<file path="config.mk">
export PLATFORM = sky130hd
export DESIGN_NAME = mem_fill_arbiter
export DESIGN_NICKNAME = d
export VERILOG_FILES = /design/src/rtl/mem_pkg.sv /design/src/rtl/fill_word_counter.sv /design/src/rtl/mem_fill_arbiter.sv
export SDC_FILE = /design/constraint.sdc
export NUM_CORES = 1
export LEC_CHECK = 0
export CAP_MARGIN = 20
export CORE_ASPECT_RATIO = 1.5
export CORE_MARGIN = 2
export CORE_UTILIZATION = 35
export DETAILED_ROUTE_END_ITERATION = 8
export GPL_TIMING_DRIVEN = 1
export HOLD_SLACK_MARGIN = 0.08
export PLACE_DENSITY = 0.68
export SETUP_SLACK_MARGIN = 0.1
export SLEW_MARGIN = 15
export SYNTH_ARGS = -nofsm -noshare
export SYNTH_HDL_FRONTEND = slang
export SYNTH_SLANG_ARGS = --single-unit
</file>
<file path="constraint.sdc">
create_clock -name clk -period 4.1 [get_ports clk]
set_input_delay 1.23 -clock clk [delete_from_list [all_inputs] [get_ports clk]]
set_output_delay 1.23 -clock clk [all_outputs]
set_load 0.005 [all_outputs]
</file>
<file path="src/rtl/mem_pkg.sv">
// Shared memory-system definitions: fill FSM encoding, block geometry and
// the default burst/latency figures used by memory_system and both caches.
package mem_pkg;

  typedef enum logic [1:0] {
    ST_IDLE = 2'd0,
    ST_FILL = 2'd1,
    ST_DONE = 2'd2
  } fill_state_e;

  localparam int BLOCK_OFFSET_BITS = 4;  // 16-byte cache blocks
  localparam int WORD_BYTES        = 2;  // 16-bit memory words
  localparam int WORDS_PER_BLOCK   = 8;
  localparam int MEM_LATENCY       = 4;

  // Counter width for a count-to-n counter; never narrower than one bit.
  function automatic int cnt_width(input int n);
    return (n <= 1) ? 1 : $clog2(n);
  endfunction

endpackage

</file>
<file path="src/rtl/fill_word_counter.sv">
// Count-to-N word counter with a terminal flag. Wraps to zero after N-1 and
// can be cleared synchronously when the fill it belongs to is not running.
module fill_word_counter #(
  parameter int N  = 8,
  parameter int CW = mem_pkg::cnt_width(N)
) (
  input  logic          clk,
  input  logic          rst,
  input  logic          clr,
  input  logic          en,
  output logic [CW-1:0] cnt,
  output logic          last
);

  logic [CW-1:0] cnt_q, cnt_d;

  // Next count: clear wins, otherwise advance and wrap at the terminal value.
  always_comb begin
    cnt_d = cnt_q;
    if (clr) begin
      cnt_d = '0;
    end else if (en) begin
      cnt_d = (cnt_q == CW'(N - 1)) ? '0 : cnt_q + CW'(1);
    end
  end

  // Count register.
  always_ff @(posedge clk or posedge rst) begin
    if (rst) cnt_q <= '0;
    else     cnt_q <= cnt_d;
  end

  assign cnt  = cnt_q;
  assign last = (cnt_q == CW'(N - 1));

endmodule

</file>
<file path="src/rtl/mem_fill_arbiter.sv">
// Arbitrates I-cache and D-cache misses onto the single pipelined main memory,
// issues the block read burst and steers the returning words' write enables
// to the cache that owns the fill.
module mem_fill_arbiter
  import mem_pkg::*;
#(
  parameter int AWIDTH          = 16,
  parameter int WORDS_PER_BLOCK = mem_pkg::WORDS_PER_BLOCK,
  parameter int MEM_LATENCY     = mem_pkg::MEM_LATENCY
) (
  input  logic              clk,
  input  logic              rst,
  input  logic              icache_miss,
  input  logic [AWIDTH-1:0] icache_miss_addr,
  input  logic              dcache_miss,
  input  logic [AWIDTH-1:0] dcache_miss_addr,
  input  logic              mem_data_valid,
  output logic              mem_rd_en,
  output logic [AWIDTH-1:0] mem_addr,
  output logic [AWIDTH-1:0] fill_addr,
  output logic              icache_data_wen,
  output logic              icache_tag_wen,
  output logic              dcache_data_wen,
  output logic              dcache_tag_wen,
  output logic              busy,
  output logic              grant_d
);

  localparam int CW = cnt_width(WORDS_PER_BLOCK);

  // Reject geometries the burst sequencing cannot express: the burst must
  // exactly cover one aligned block, and memory must have some latency.
  if (MEM_LATENCY < 1 || WORDS_PER_BLOCK < 2 ||
      WORDS_PER_BLOCK * WORD_BYTES != (1 << BLOCK_OFFSET_BITS)) begin : g_bad_cfg
    $error("mem_fill_arbiter: unsupported block geometry or latency");
  end

  fill_state_e       state_q, state_d;
  logic [AWIDTH-1:0] base_q, base_d;
  logic [AWIDTH-1:0] mem_addr_q, mem_addr_d;
  // One register serves as both the current grant and the last-grant
  // history used for round-robin: they only ever change together.
  logic              grant_d_q, grant_d_d;
  logic              issue_done_q, issue_done_d;

  logic [CW-1:0]     issue_cnt, rcv_cnt;
  logic              issue_last, rcv_last;
  logic              in_fill, issue_en, rcv_en;
  logic              any_miss, pick_d;
  logic [AWIDTH-1:0] miss_addr, issue_addr;

  assign in_fill    = (state_q == ST_FILL);
  assign issue_en   = in_fill && !issue_done_q;
  // Responses only count while a fill owns the memory; stray or post-reset
  // responses in IDLE/DONE are dropped here.
  assign rcv_en     = in_fill && mem_data_valid;
  assign issue_addr = base_q + AWIDTH'(issue_cnt) * AWIDTH'(WORD_BYTES);

  // Round-robin pick: a lone miss wins; with both pending, serve the side
  // that was not granted last (after reset that is the D-cache).
  always_comb begin
    any_miss  = icache_miss || dcache_miss;
    pick_d    = dcache_miss && (!icache_miss || !grant_d_q);
    miss_addr = pick_d ? dcache_miss_addr : icache_miss_addr;
  end

  // Fill FSM next state; grant and block base are captured only in IDLE so a
  // running fill cannot be preempted or retargeted.
  always_comb begin
    state_d   = state_q;
    base_d    = base_q;
    grant_d_d = grant_d_q;
    case (state_q)
      ST_IDLE: begin
        if (any_miss) begin
          state_d   = ST_FILL;
          base_d    = {miss_addr[AWIDTH-1:BLOCK_OFFSET_BITS], {BLOCK_OFFSET_BITS{1'b0}}};
          grant_d_d = pick_d;
        end
      end
      ST_FILL: begin
        if (rcv_en && rcv_last) state_d = ST_DONE;
      end
      ST_DONE: state_d = ST_IDLE;
      default: state_d = ST_IDLE;
    endcase
  end

  // Issue bookkeeping: stop after the last word and keep the last address
  // on the memory bus once the burst has been issued.
  always_comb begin
    issue_done_d = in_fill ? (issue_done_q || (issue_en && issue_last)) : 1'b0;
    mem_addr_d   = issue_en ? issue_addr : mem_addr_q;
  end

  // State, grant, base and issue registers.
  always_ff @(posedge clk or posedge rst) begin
    if (rst) begin
      state_q      <= ST_IDLE;
      base_q       <= '0;
      mem_addr_q   <= '0;
      grant_d_q    <= 1'b0;
      issue_done_q <= 1'b0;
    end else begin
      state_q      <= state_d;
      base_q       <= base_d;
      mem_addr_q   <= mem_addr_d;
      grant_d_q    <= grant_d_d;
      issue_done_q <= issue_done_d;
    end
  end

  fill_word_counter #(.N(WORDS_PER_BLOCK), .CW(CW)) u_issue_cnt (
    .clk  (clk),
    .rst  (rst),
    .clr  (!in_fill),
    .en   (issue_en),
    .cnt  (issue_cnt),
    .last (issue_last)
  );

  fill_word_counter #(.N(WORDS_PER_BLOCK), .CW(CW)) u_rcv_cnt (
    .clk  (clk),
    .rst  (rst),
    .clr  (!in_fill),
    .en   (rcv_en),
    .cnt  (rcv_cnt),
    .last (rcv_last)
  );

  assign mem_rd_en       = issue_en;
  assign mem_addr        = issue_en ? issue_addr : mem_addr_q;
  assign fill_addr       = base_q + AWIDTH'(rcv_cnt) * AWIDTH'(WORD_BYTES);
  assign dcache_data_wen = rcv_en && grant_d_q;
  assign icache_data_wen = rcv_en && !grant_d_q;
  assign dcache_tag_wen  = rcv_en && rcv_last && grant_d_q;
  assign icache_tag_wen  = rcv_en && rcv_last && !grant_d_q;
  assign busy            = (state_q != ST_IDLE);
  assign grant_d         = grant_d_q;

endmodule

</file>
* Yosys cells after proc, flatten, opt, wreduce, memory -nomap -nowiden
Cells that the tools add are included.
** Storage, ports and cells
- Bits in registers :: 38
- Input port bits :: 37
- Output and inout port bits :: 39
- Logic and storage cells :: 49
** Operators by class
- $add $sub $neg :: 4
- Eq/ne operators :: 7
- Multiplexer cells :: 12
- Reduce and logical (&&, ||, !) cells :: 19
** Operators with widths (count)
- 16-bit by 4-bit adder with 16-bit output :: 2
- 16-bit two-way mux :: 2
- 3-bit two-way mux :: 6
- 1-bit logical AND :: 9
- 3-bit by 1-bit adder with 3-bit output, second input constant :: 2
- 3-bit == test, second input constant :: 2
- 2-bit by 1-bit inequality test with 1-bit output, second input constant :: 3
- 2-bit two-way mux :: 2
- 2-bit one-hot mux with 2 select lines :: 1
- 2-bit AND reduction :: 2
- 1-bit logical NOT :: 3
- 1-bit logical OR :: 3
- 2-bit by 1-bit == test with 1-bit output, second input constant :: 1
- 2-bit logical NOT :: 1
- 2-bit inequality test, second input constant :: 1
- 2-bit nonzero test :: 1
- 1-bit two-way mux :: 1

* Logic depth before layout (Yosys ltp)
- Depth after elaboration :: 5
- Gate-level depth with buffers :: 5
- Mapped depth without buffers :: 5

* Cells and area by module
From an unflattened synthesis, not the netlist that was laid out.
** Unflattened totals
- Cells, all modules :: 120
- Area, all modules :: 1796.7 µm²
** By module, submodules not included
- mem_fill_arbiter :: instances 1, cells each 94, area an instance 1486.4 µm², seq. area each 800.8 µm²
- fill_word_counter :: instances 2, cells each 13, area an instance 155.1 µm², seq. area each 75.1 µm²

* Worst setup path after synthesis
Ideal clock, no wire load.
- Path kind :: input to output
- From :: in mem_data_valid
- To :: out icache_tag_wen
- Arrival :: 1.815 ns
- Data required time :: 2.870 ns
- Slack :: 1.055 ns
- Stages :: 3
- Path buffers :: 1
- Cells stage by stage :: clkbuf_1 > and3_1 > and2b_2
** On the way
- Longest elaborated chain between the ends :: 3
** RTL lines
- from (decl) :: line mem_fill_arbiter.sv:17 : input logic mem_data_valid,
- 1-bit logical AND :: line mem_fill_arbiter.sv:56 : assign rcv_en = in_fill && mem_data_valid;
- 1-bit logical AND (2 in series) :: line mem_fill_arbiter.sv:137 : assign icache_tag_wen = rcv_en && rcv_last && !grant_d_q;
- to (decl) :: line mem_fill_arbiter.sv:22 : output logic icache_tag_wen,
No other way between the ends.

* Worst setup path after layout
- From :: in mem_data_valid
- To :: out dcache_tag_wen
** On the way
- Longest elaborated chain between the ends :: 3
** RTL lines
- 1-bit logical AND :: line mem_fill_arbiter.sv:56
- 1-bit logical AND (2 in series) :: line mem_fill_arbiter.sv:136 : assign dcache_tag_wen = rcv_en && rcv_last && grant_d_q;
- to (decl) :: line mem_fill_arbiter.sv:24 : output logic dcache_tag_wen,
No other way between the ends.

==> impl_metrics.toml <==
[status]
status = "finished, final reports clean"

[sta]
worst_slack_ps = 301
finClkSkew_ps = 7.46
slew_violations = 0
rsz0062_at_grt = "false"
post-route-period-util = 0.927
relSlewSlack = 0.521
setup_tns_ps = 0
finalCriticalPeriod_ps = 3800
hold_viol_final = 0
tightest_slew_ps = 718
max_freq_mhz = 263
finalSetupViolCount = 0

[layout]
layout.cells.non_filler = 265
drive_gt1_frac = 0.239
area_growth_pct = 39.9
fillers = 456
antenna_cells = 0
nets = 237

[clocking]
cts_buffers = 5
clock-sinks = 38
clockBufferDepth = 2
hold_buffers = 0
cts_resized = 0
cts_tree = "built"
clk_pin_slew_worst_paths_ps = 70
clkLatencyLatePin_ps = 280
cts-root-buf = "clkbuf_8"
cts_setup_buffers = 0
htree_levels = 2

[synth]
synth-edff-count = 0
muxShareOfSynthArea = 0.282
postSynthCellCount = 138
synth-main-ff-cell = "dfrtp_1"
synth-warning-count = 0
synthXorXnorAreaFrac = 0
yosysUniqueCellTypes = 28
synth-seq-cells = 38
synth_top_family_by_area = "multiplexers"
synthTopCellsByArea = "dfrtp_1 52%, mux2_2 12%, mux2_4 8.2%"
ys_top_cells_by_count = "38 x dfrtp_1, 19 x mux2_2, 13 x buf_4"
synth-seq-area-share = 0.518
yosys.area_share.adder = 0.0273
synth_top_area_share = 0.518
synth-simple-area-share = 0.0716
syn_area_sq_um = 1840
synth_largest_area_cell = "dfrtp_1"
async_flop_share = 1.00
avgSynthCellArea_sq_um = 13.3
synth.net_count = 179
synth_most_common_cell = "dfrtp_1"
synth-compound-area-share = 0.0204

[route]
drt-total-wl_um = 3730
viasPerCell = 4.51
wl_per_cell_um = 14.1
met1_length_um = 1380
wl_met2_um = 2120
drc = 0
first_pass_iters = 3
vias = 1194
drtIter0Drc = 27
wl_met3_um = 210
ant_nets = 0
top_layer = "met4"

[grt]
antenna_found_initial = 0
grt_pass1_wl_um = 6390
grt_pass1_vias = 1357
overflow = 0
grt_usage = 0.142
grt_max_degree = 21

[placed_design]
placed_cells = 257
routabilityCongestion = 0.657
place_hpwl_um = 2940
pre_cts_ws_ps = 290
portBuffers = 66

[power_and_ir_drop]
power.leakage_uw = 0.00113
peakVddDrop_mv = 0.323
p_per_area_nw_per_um2 = 712

[floorplan]
dieArea_sq_um = 5850
initial_utilization = 0.361
rows = 32
fp.dieH_um = 92.7
ios = 76
core-area_sq_um = 5080
die_w_um = 63.1

[critical_path]
path_max_fanout = 4
critical_path_class = "in -> out"
worstSetupStartpointType = "input pin"
cp.required_ps = 2870
critical_path.endpoint_type = "output port"
cp.arrival_ps = 2570

[worst_hold_path]
hold_class = "reg -> reg"

[job]
maxCapViolations = 0
-- per-stage QoR --
step | utilization | hold WS, ps | area [sq um] | total power, uW
floorplan | - | 476 | 1840 | 1140
global placement | 0.486 | 467 | 2470 | 1550
detailed placement | 0.486 | 472 | 2470 | 1590
CTS | 0.505 | 491 | 2570 | 1860
global route | 0.505 | 506 | 2570 | 1970
finish | 0.505 | 485 | 2570 | 1830
-- layer usage --
metal	global-route usage	vias up
li1	-	568
met1	0.154	582
met2	0.263	41
met3	0.0450	3
met4	0.0333	0
met5	0	-
-- placed cells by master, fill, tap and decap left out, drive strengths merged, types with 2 or more instances in the layout --
cell type      count
nor2b              2
clkbuf             6
mux2              39
dfrtp             38
clkdlybuf4s50     66
nor2              12
a21oi              3
and3               2
nand2              4
buf                4
ha                 4
inv                2
mux2i              4
-- power breakdown --
group	internal, uW	total (uW)	switching, uW
registers	552	657	106
logic	591	909	319
clock network	135	262	127
-- final timing paths --
check	start	endpoint	slack, ps	depth (start not counted)
max in group asynchronous	rst	mem_addr_q[8]	2000	3
setup / recovery	mem_data_valid	dcache_tag_wen	300	4
min in group asynchronous	rst	mem_addr_q[2]	1360	2
setup reg to reg	state_q[1]	mem_addr_q[13]	2330	3
hold / removal	mem_addr_q[10]	mem_addr_q[10]	480	1
hold reg to reg	mem_addr_q[10]	mem_addr_q[10]	480	1
-- worst max-delay path, stage by stage --
cell and delay [ps]:
clkdlybuf4s50_1 520, and3_1 200, and2_2 140, clkdlybuf4s50_1 490
-- cell families (layout without fill, tap and decap cells) --
logic type / Yosys count / in the layout
multiplexers: 43 / 43
AO/OA/AOI/OAI: 6 / 6
flip-flops: 38 / 38
buffers and inverters: 21 / 80
AND/OR/NAND/NOR: 25 / 25
adder cells (fa/ha/maj): 4 / 4
other: 1 / 1
-- registers in the layout, summed over array words and instances (netlist names) --
| signal | count |
|---|---|
| u_rcv_cnt.cnt | 3 |
| mem_addr_q | 16 |
| u_issue_cnt.cnt | 3 |
| state_q | 2 |
| issue_done_q | 1 |
| base_q | 12 |
| grant_d | 1 |
-- final cells by class --
type / count / area (sq um) / share of cell area
flip-flops and latches: 38 / 951 / 0.370
multi-input cells: 79 / 739 / 0.288
repair buffers: 70 / 691 / 0.269
well taps: 68 / 85.1 / 0.0331
clock buffers: 6 / 82.6 / 0.0321
clock inverters: 2 / 12.5 / 0.00487
inverters: 2 / 7.51 / 0.00292
Power figures use the tool's default switching activity.
